**src/rtl/aes_pkg.sv**
```systemverilog
// Shared GF(2^8) helpers and FSM state type for the iterative (Inv)MixColumns engine.
package aes_pkg;

  localparam logic [7:0] AES_POLY = 8'h1B;

  typedef enum logic [1:0] {
    IDLE = 2'd0,
    BUSY = 2'd1,
    DONE = 2'd2
  } state_e;

  // Multiply by x modulo x^8+x^4+x^3+x+1.
  function automatic logic [7:0] gf_xtime(input logic [7:0] b);
    return {b[6:0], 1'b0} ^ (b[7] ? AES_POLY : 8'h00);
  endfunction

  function automatic logic [7:0] gf_mul2(input logic [7:0] b);
    return gf_xtime(b);
  endfunction

  function automatic logic [7:0] gf_mul3(input logic [7:0] b);
    return gf_xtime(b) ^ b;
  endfunction

  function automatic logic [7:0] gf_mul4(input logic [7:0] b);
    return gf_xtime(gf_xtime(b));
  endfunction

  function automatic logic [7:0] gf_mul8(input logic [7:0] b);
    return gf_xtime(gf_xtime(gf_xtime(b)));
  endfunction

  function automatic logic [7:0] gf_mul9(input logic [7:0] b);
    return gf_mul8(b) ^ b;
  endfunction

  function automatic logic [7:0] gf_mulb(input logic [7:0] b);
    return gf_mul8(b) ^ gf_mul2(b) ^ b;
  endfunction

  function automatic logic [7:0] gf_muld(input logic [7:0] b);
    return gf_mul8(b) ^ gf_mul4(b) ^ b;
  endfunction

  function automatic logic [7:0] gf_mule(input logic [7:0] b);
    return gf_mul8(b) ^ gf_mul4(b) ^ gf_mul2(b);
  endfunction

endpackage

```
**src/rtl/aes_mixcol_word.sv**
```systemverilog
// Combinational MixColumns transform of one 32-bit column (row 0 = MSB byte).
// The inverse matrix is only built when AES_MIXCOL_INV_EN is defined.
module aes_mixcol_word
  import aes_pkg::*;
(
  input  logic [31:0] col,
  input  logic        inv,
  output logic [31:0] mixed
);

  logic [7:0] a0;
  logic [7:0] a1;
  logic [7:0] a2;
  logic [7:0] a3;
  logic [31:0] fwd;

  assign a0 = col[31:24];
  assign a1 = col[23:16];
  assign a2 = col[15:8];
  assign a3 = col[7:0];

  // Circulant {02 03 01 01}
  assign fwd = {gf_mul2(a0) ^ gf_mul3(a1) ^ a2 ^ a3,
                a0 ^ gf_mul2(a1) ^ gf_mul3(a2) ^ a3,
                a0 ^ a1 ^ gf_mul2(a2) ^ gf_mul3(a3),
                gf_mul3(a0) ^ a1 ^ a2 ^ gf_mul2(a3)};

`ifdef AES_MIXCOL_INV_EN
  logic [31:0] bwd;

  // Circulant {0e 0b 0d 09}
  assign bwd = {gf_mule(a0) ^ gf_mulb(a1) ^ gf_muld(a2) ^ gf_mul9(a3),
                gf_mul9(a0) ^ gf_mule(a1) ^ gf_mulb(a2) ^ gf_muld(a3),
                gf_muld(a0) ^ gf_mul9(a1) ^ gf_mule(a2) ^ gf_mulb(a3),
                gf_mulb(a0) ^ gf_muld(a1) ^ gf_mul9(a2) ^ gf_mule(a3)};

  assign mixed = inv ? bwd : fwd;
`else
  logic unused_inv;

  assign unused_inv = inv;
  assign mixed      = fwd;
`endif

endmodule

```
**src/rtl/aes_mix_columns_iter.sv**
```systemverilog
// Iterative (Inv)MixColumns over an NB-column Rijndael state, COLS_PER_CYCLE columns per clock.
// Inverse support is compiled in with AES_MIXCOL_INV_EN.
module aes_mix_columns_iter
  import aes_pkg::*;
#(
  parameter int unsigned NB             = 4,
  parameter int unsigned COLS_PER_CYCLE = 1
) (
  input  logic               clk,
  input  logic               reset_n,
  input  logic               clear,
  input  logic               in_valid,
  output logic               in_ready,
  input  logic               in_inv,
  input  logic [32*NB-1:0]   in_data,
  output logic               out_valid,
  input  logic               out_ready,
  output logic [32*NB-1:0]   out_data,
  output logic               busy
);

  localparam int unsigned CPC = COLS_PER_CYCLE;
  localparam int unsigned CW  = $clog2(NB) + 1;
  localparam int unsigned IW  = $clog2(NB);

  if (!((NB == 4) || (NB == 6) || (NB == 8)) ||
      !((CPC == 1) || (CPC == 2) || (CPC == 4)) ||
      ((NB % CPC) != 0)) begin : g_bad_params
    $error("aes_mix_columns_iter: illegal NB/COLS_PER_CYCLE combination");
  end

  state_e                state;
  logic [CW-1:0]         col_cnt;
  logic [NB-1:0][31:0]   work;
  logic [IW-1:0]         col_idx  [CPC];
  logic [31:0]           word_out [CPC];
  logic                  word_inv;

`ifdef AES_MIXCOL_INV_EN
  logic inv_q;

  assign word_inv = inv_q;
`else
  logic unused_in_inv;

  assign unused_in_inv = in_inv;
  assign word_inv      = 1'b0;
`endif

  // Column c lives in packed slot NB-1-c so that column 0 is the MSB word.
  always_comb begin
    for (int k = 0; k < int'(CPC); k++) begin
      col_idx[k] = '0;
      if ((col_cnt + CW'(k)) < CW'(NB)) begin
        col_idx[k] = IW'(CW'(NB - 1) - col_cnt - CW'(k));
      end
    end
  end

  for (genvar g = 0; g < int'(CPC); g++) begin : g_word
    aes_mixcol_word u_word (
      .col   (work[col_idx[g]]),
      .inv   (word_inv),
      .mixed (word_out[g])
    );
  end

  assign out_data = work;

  // Control FSM with registered handshake/status outputs; the working register doubles as output.
  always_ff @(posedge clk or negedge reset_n) begin
    if (!reset_n) begin
      state     <= IDLE;
      col_cnt   <= '0;
      work      <= '0;
      out_valid <= 1'b0;
      busy      <= 1'b0;
      in_ready  <= 1'b1;
`ifdef AES_MIXCOL_INV_EN
      inv_q     <= 1'b0;
`endif
    end else if (clear) begin
      state     <= IDLE;
      col_cnt   <= '0;
      out_valid <= 1'b0;
      busy      <= 1'b0;
      in_ready  <= 1'b1;
    end else begin
      case (state)
        IDLE: begin
          if (in_valid && in_ready) begin
            work     <= in_data;
            col_cnt  <= '0;
            state    <= BUSY;
            in_ready <= 1'b0;
            busy     <= 1'b1;
`ifdef AES_MIXCOL_INV_EN
            inv_q    <= in_inv;
`endif
          end
        end
        BUSY: begin
          for (int k = 0; k < int'(CPC); k++) begin
            work[col_idx[k]] <= word_out[k];
          end
          col_cnt <= col_cnt + CW'(CPC);
          if (col_cnt == CW'(NB - CPC)) begin
            state     <= DONE;
            out_valid <= 1'b1;
          end
        end
        DONE: begin
          if (out_ready) begin
            state     <= IDLE;
            out_valid <= 1'b0;
            busy      <= 1'b0;
            in_ready  <= 1'b1;
          end
        end
        default: begin
          state     <= IDLE;
          out_valid <= 1'b0;
          busy      <= 1'b0;
          in_ready  <= 1'b1;
        end
      endcase
    end
  end

endmodule

```
**config.mk**
```make
export PLATFORM = sky130hd
export DESIGN_NAME = aes_mix_columns_iter
export DESIGN_NICKNAME = d
export VERILOG_FILES = /design/src/rtl/aes_pkg.sv /design/src/rtl/aes_mixcol_word.sv /design/src/rtl/aes_mix_columns_iter.sv
export SDC_FILE = /design/constraint.sdc
export NUM_CORES = 1
export LEC_CHECK = 0
export BUFFER_PORTS_ARGS = -buffer_cell sky130_fd_sc_hd__buf_4
export CAP_MARGIN = 20
export CORE_MARGIN = 1
export CORE_UTILIZATION = 57
export DETAILED_ROUTE_END_ITERATION = 10
export PLACE_DENSITY = 0.83
export SETUP_SLACK_MARGIN = 0.1
export SLEW_MARGIN = 30
export SYNTH_ARGS = -nofsm -noshare
export SYNTH_HDL_FRONTEND = slang
export SYNTH_HIERARCHICAL = 1
export SYNTH_SLANG_ARGS = --single-unit
```
**constraint.sdc**
```tcl
create_clock -name clk -period 7.2 [get_ports clk]
set_input_delay 0.36 -clock clk [delete_from_list [all_inputs] [get_ports clk]]
set_output_delay 0.36 -clock clk [all_outputs]
set_load 0.005 [all_outputs]
```
# Word level (Yosys, flattened, before mapping)
# Index checks and enable logic that the tools add are counted.
# op_classes
add_sub_neg	2
magnitude_cmp	3
n_eq_ne	9
n_mux	31
bitwise_logic	21
reduce_logical	10
# op_table
operator	n
128-bit case mux with 2 select lines	1
8-bit bitwise XOR	19
128-bit bitwise mux	1
128-bit 2-to-1 mux	1
32-bit binary-select mux with 2-bit select	1
32-bit demux with 2-bit select	1
32-bit 2-to-1 mux	2
5-bit 2-to-1 mux	4
3-bit AND reduction	4
2-bit 2-to-1 mux	5
3-bit inequality test, second input constant	3
1-bit case mux with 3 select lines	3
1-bit 2-to-1 mux	8
8-bit by 5-bit bitwise XOR with 8-bit output	1
3-bit 2-to-1 mux	2
2-bit inequality test, second input constant	3
2-bit case mux with 3 select lines	1
3-bit case mux with 2 select lines	1
3-bit by 1-bit adder with 3-bit output, second input constant	1
3-bit by 2-bit == test with 1-bit output, second input constant	1
2-bit by 3-bit less-than comparator with 1-bit output, second input constant	1
3-bit less-than comparator, second input constant	1
3-bit nonzero test	1
2-bit by 1-bit == test with 1-bit output, second input constant	1
other kinds (8)	9
# word_totals
regBits	136
in_bits	134
output_inout_bits	131
word_cells	85

# Logic depth before layout (Yosys ltp)
# depth
depth_word	12
mapped_depth	11
depth_no_buf	8

# By module
# Netlist, hierarchy kept.
# by_module_without_submodules
module	n_inst	cells_per_inst	area_per_inst_um2	seq_area_each_um2
aes_mix_columns_iter	1	685	7428.4	3404.5
aes_mixcol_word	1	81	1337.5	0.0

# Worst setup path before layout
# OpenSTA, ideal clock, no wires.
# synth_path
path_kind	register -> register
from	register col_cnt[1]
to	register work, in the netlist out_data[49]
setup_time_ns	0.143
arrival_ns	3.171
required_time_ns	7.057
setup_slack_ns	3.886
stages_incl_launch_ff	11
n_path_buf	3
period_less_slack_ns	3.314
path_cell_list	dfrtp_1 -> buf_2 -> buf_2 -> buf_1 -> a22oi_1 -> o21ai_0 -> xor3_2 -> xnor3_1 -> or3b_2 -> o22ai_1 -> a2bb2oi_2
# synth_lines
element	line_no	source
start: declaration	aes_mix_columns_iter.sv:33	logic [CW-1:0] col_cnt;
start signal: assignment	aes_mix_columns_iter.sv:106	col_cnt <= col_cnt + CW'(CPC);
end signal: assignment	aes_mix_columns_iter.sv:92	work <= in_data;
end signal: indexed assignment	aes_mix_columns_iter.sv:104	work[col_idx[k]] <= word_out[k];
end: declaration	aes_mix_columns_iter.sv:34	logic [NB-1:0][31:0] work;

==> results.cfg <==
[floorplan]
ios = 265
rows = 44
dieHeight_um = 126
dieWidth_um = 126
die_area_um2 = 15900
initial_core_util_pct = 59.4
coreArea_um2 = 14800

[clock_tree]
cts_tree = yes
cts.sinks = 136
clock_latency_ps = 430
htreeDepth = 4
clkTransAtPathRegs_ps = 60
ctsLongestPathBuffers = 2
clockRootBuffer = clkbuf_16
numCtsBuffers = 17
postCtsSetupBuffers = 0

[setup_path]
crit_path_max_fanout = 22
critPathArrivalTime_ps = 4300
ff2ff_setup_slack_ps = 3160
rr_worst_depth = 9
critPathRequiredTime_ps = 7460
start_kind = flop
cp-end-kind = flop
critical_path_class = flop to flop

[detailed_routing]
dr.pass1.iters = 5
drt_iter0_drc = 772
vias_per_cell = 6.94
routedWlPerCell_um = 25.1
final_antenna_net_count = 0
drc = 0
routed_wl_um = 29600
vias = 8186

[power]
p_leak_nw = 5.17
powerDensity_nw_per_um2 = 418
vdd_drop_max_mv = 0.216

[placement]
dp_hpwl_um = 19700
place_area_um2 = 10800
finalWeightedCongestion = 0.939
portBuffers = 263
place_ws_ps = 3090

[logic_synthesis]
avgSynthCellArea_um2 = 11.5
synthCells = 765
ys_warn_count = 6
synth_nets = 901
syn-cell-area_um2 = 8760

[global_route]
grt_pass1_vias = 7914
overflow = 0
grtUsageTotal_pct = 37.2
grt_pass1_wl_um = 44900
grt_max_degree = 98
antenna_found_initial = 0

[finish]
num_antenna_cells = 0
final_common_cell = buf_4
drive_gt1_share_pct = 42.3
fin_area_um2 = 11500
layout_common_cells = buf_4 (282), dfrtp_1 (133), o22ai_1 (128)
area_growth_pct = 31.3
nets = 1118

[sta]
hold_violations = 0
max_freq_ghz = 0.248
min_period_over_period_pct = 56.1
holdWs_ps = 149
period_needed_ps = 4040
setup_viol = 0
skew_ps = 7.28
tightest_slew_ps = 998
slew_violations = 0
setup_slack_ps = 3160
slew_headroom_pct = 32.8
rsz0062_at_grt = false
tns_ps = 0

[flow_run]
drv_cap = 0

[run_status]
status = completed

[worst_hold_path]
min_path_type = input pin to flop
whs_path_depth = 2
timing repair:
item                                   CTS  global route
resized for setup                        0             0
hold buffers                             1             0
endpoints found under the hold margin   68             0
routing by layer:
| metal | global-route usage [%] | part of all wire, % |
|---|---|---|
| met3 | 6.75 | 8.6 |
| met5 | 0 | 0 |
| met2 | 59.4 | 48 |
| met4 | 16.2 | 2.8 |
| met1 | 49.9 | 40 |
sequential cells by signal, indices dropped and copies added, names as in the netlist:
name / flops
out_data: 128
col_cnt: 3
state: 2
busy: 1
in_ready: 1
out_valid: 1
area by class of cell:
| type | count | area, um2 |
|---|---|---|
| multi-input combinational | 535 | 5000 |
| sequential | 136 | 3410 |
| fill | 1004 | 3250 |
| timing repair buffer | 289 | 2260 |
| clock buffer | 18 | 439 |
| tap | 184 | 230 |
| clock inverter | 14 | 156 |
| inverter | 3 | 11.3 |
worst max-delay path: stages, from the launching register on:
cell and delay, ps:
dfrtp_2 590, nor2_2 580, buf_4 310, a22oi_1 80
o21ai_0 640, xnor2_1 280, xnor3_1 470, or3b_2 540
o22ai_1 240, a2bb2oi_1 110
through the flow:
stage	instances	total power [mW]	util, %
global route	1179	4.99	78.0
finish	1179	4.80	78.0
CTS	1176	4.76	77.5
detailed placement	1143	3.85	73.4
global placement	1141	3.80	73.0
floorplan	765	2.99	-
report_power, final:
group | switching (mW) | total (mW) | internal [mW]
Clock | 0.337 | 0.885 | 0.548
Sequential | 0.236 | 1.22 | 0.987
Combinational | 1.10 | 2.70 | 1.59
worst paths after layout:
check / from / endpoint
worst max-delay path: col_cnt[1] / out_data[97]
max in group asynchronous: reset_n / in_ready
worst min register to register: out_valid / out_valid
min in group asynchronous: reset_n / out_data[105]
worst min-delay path: clear / busy
worst max register to register: col_cnt[1] / out_data[97]
Note: power is estimated with default switching activity, not from simulation.
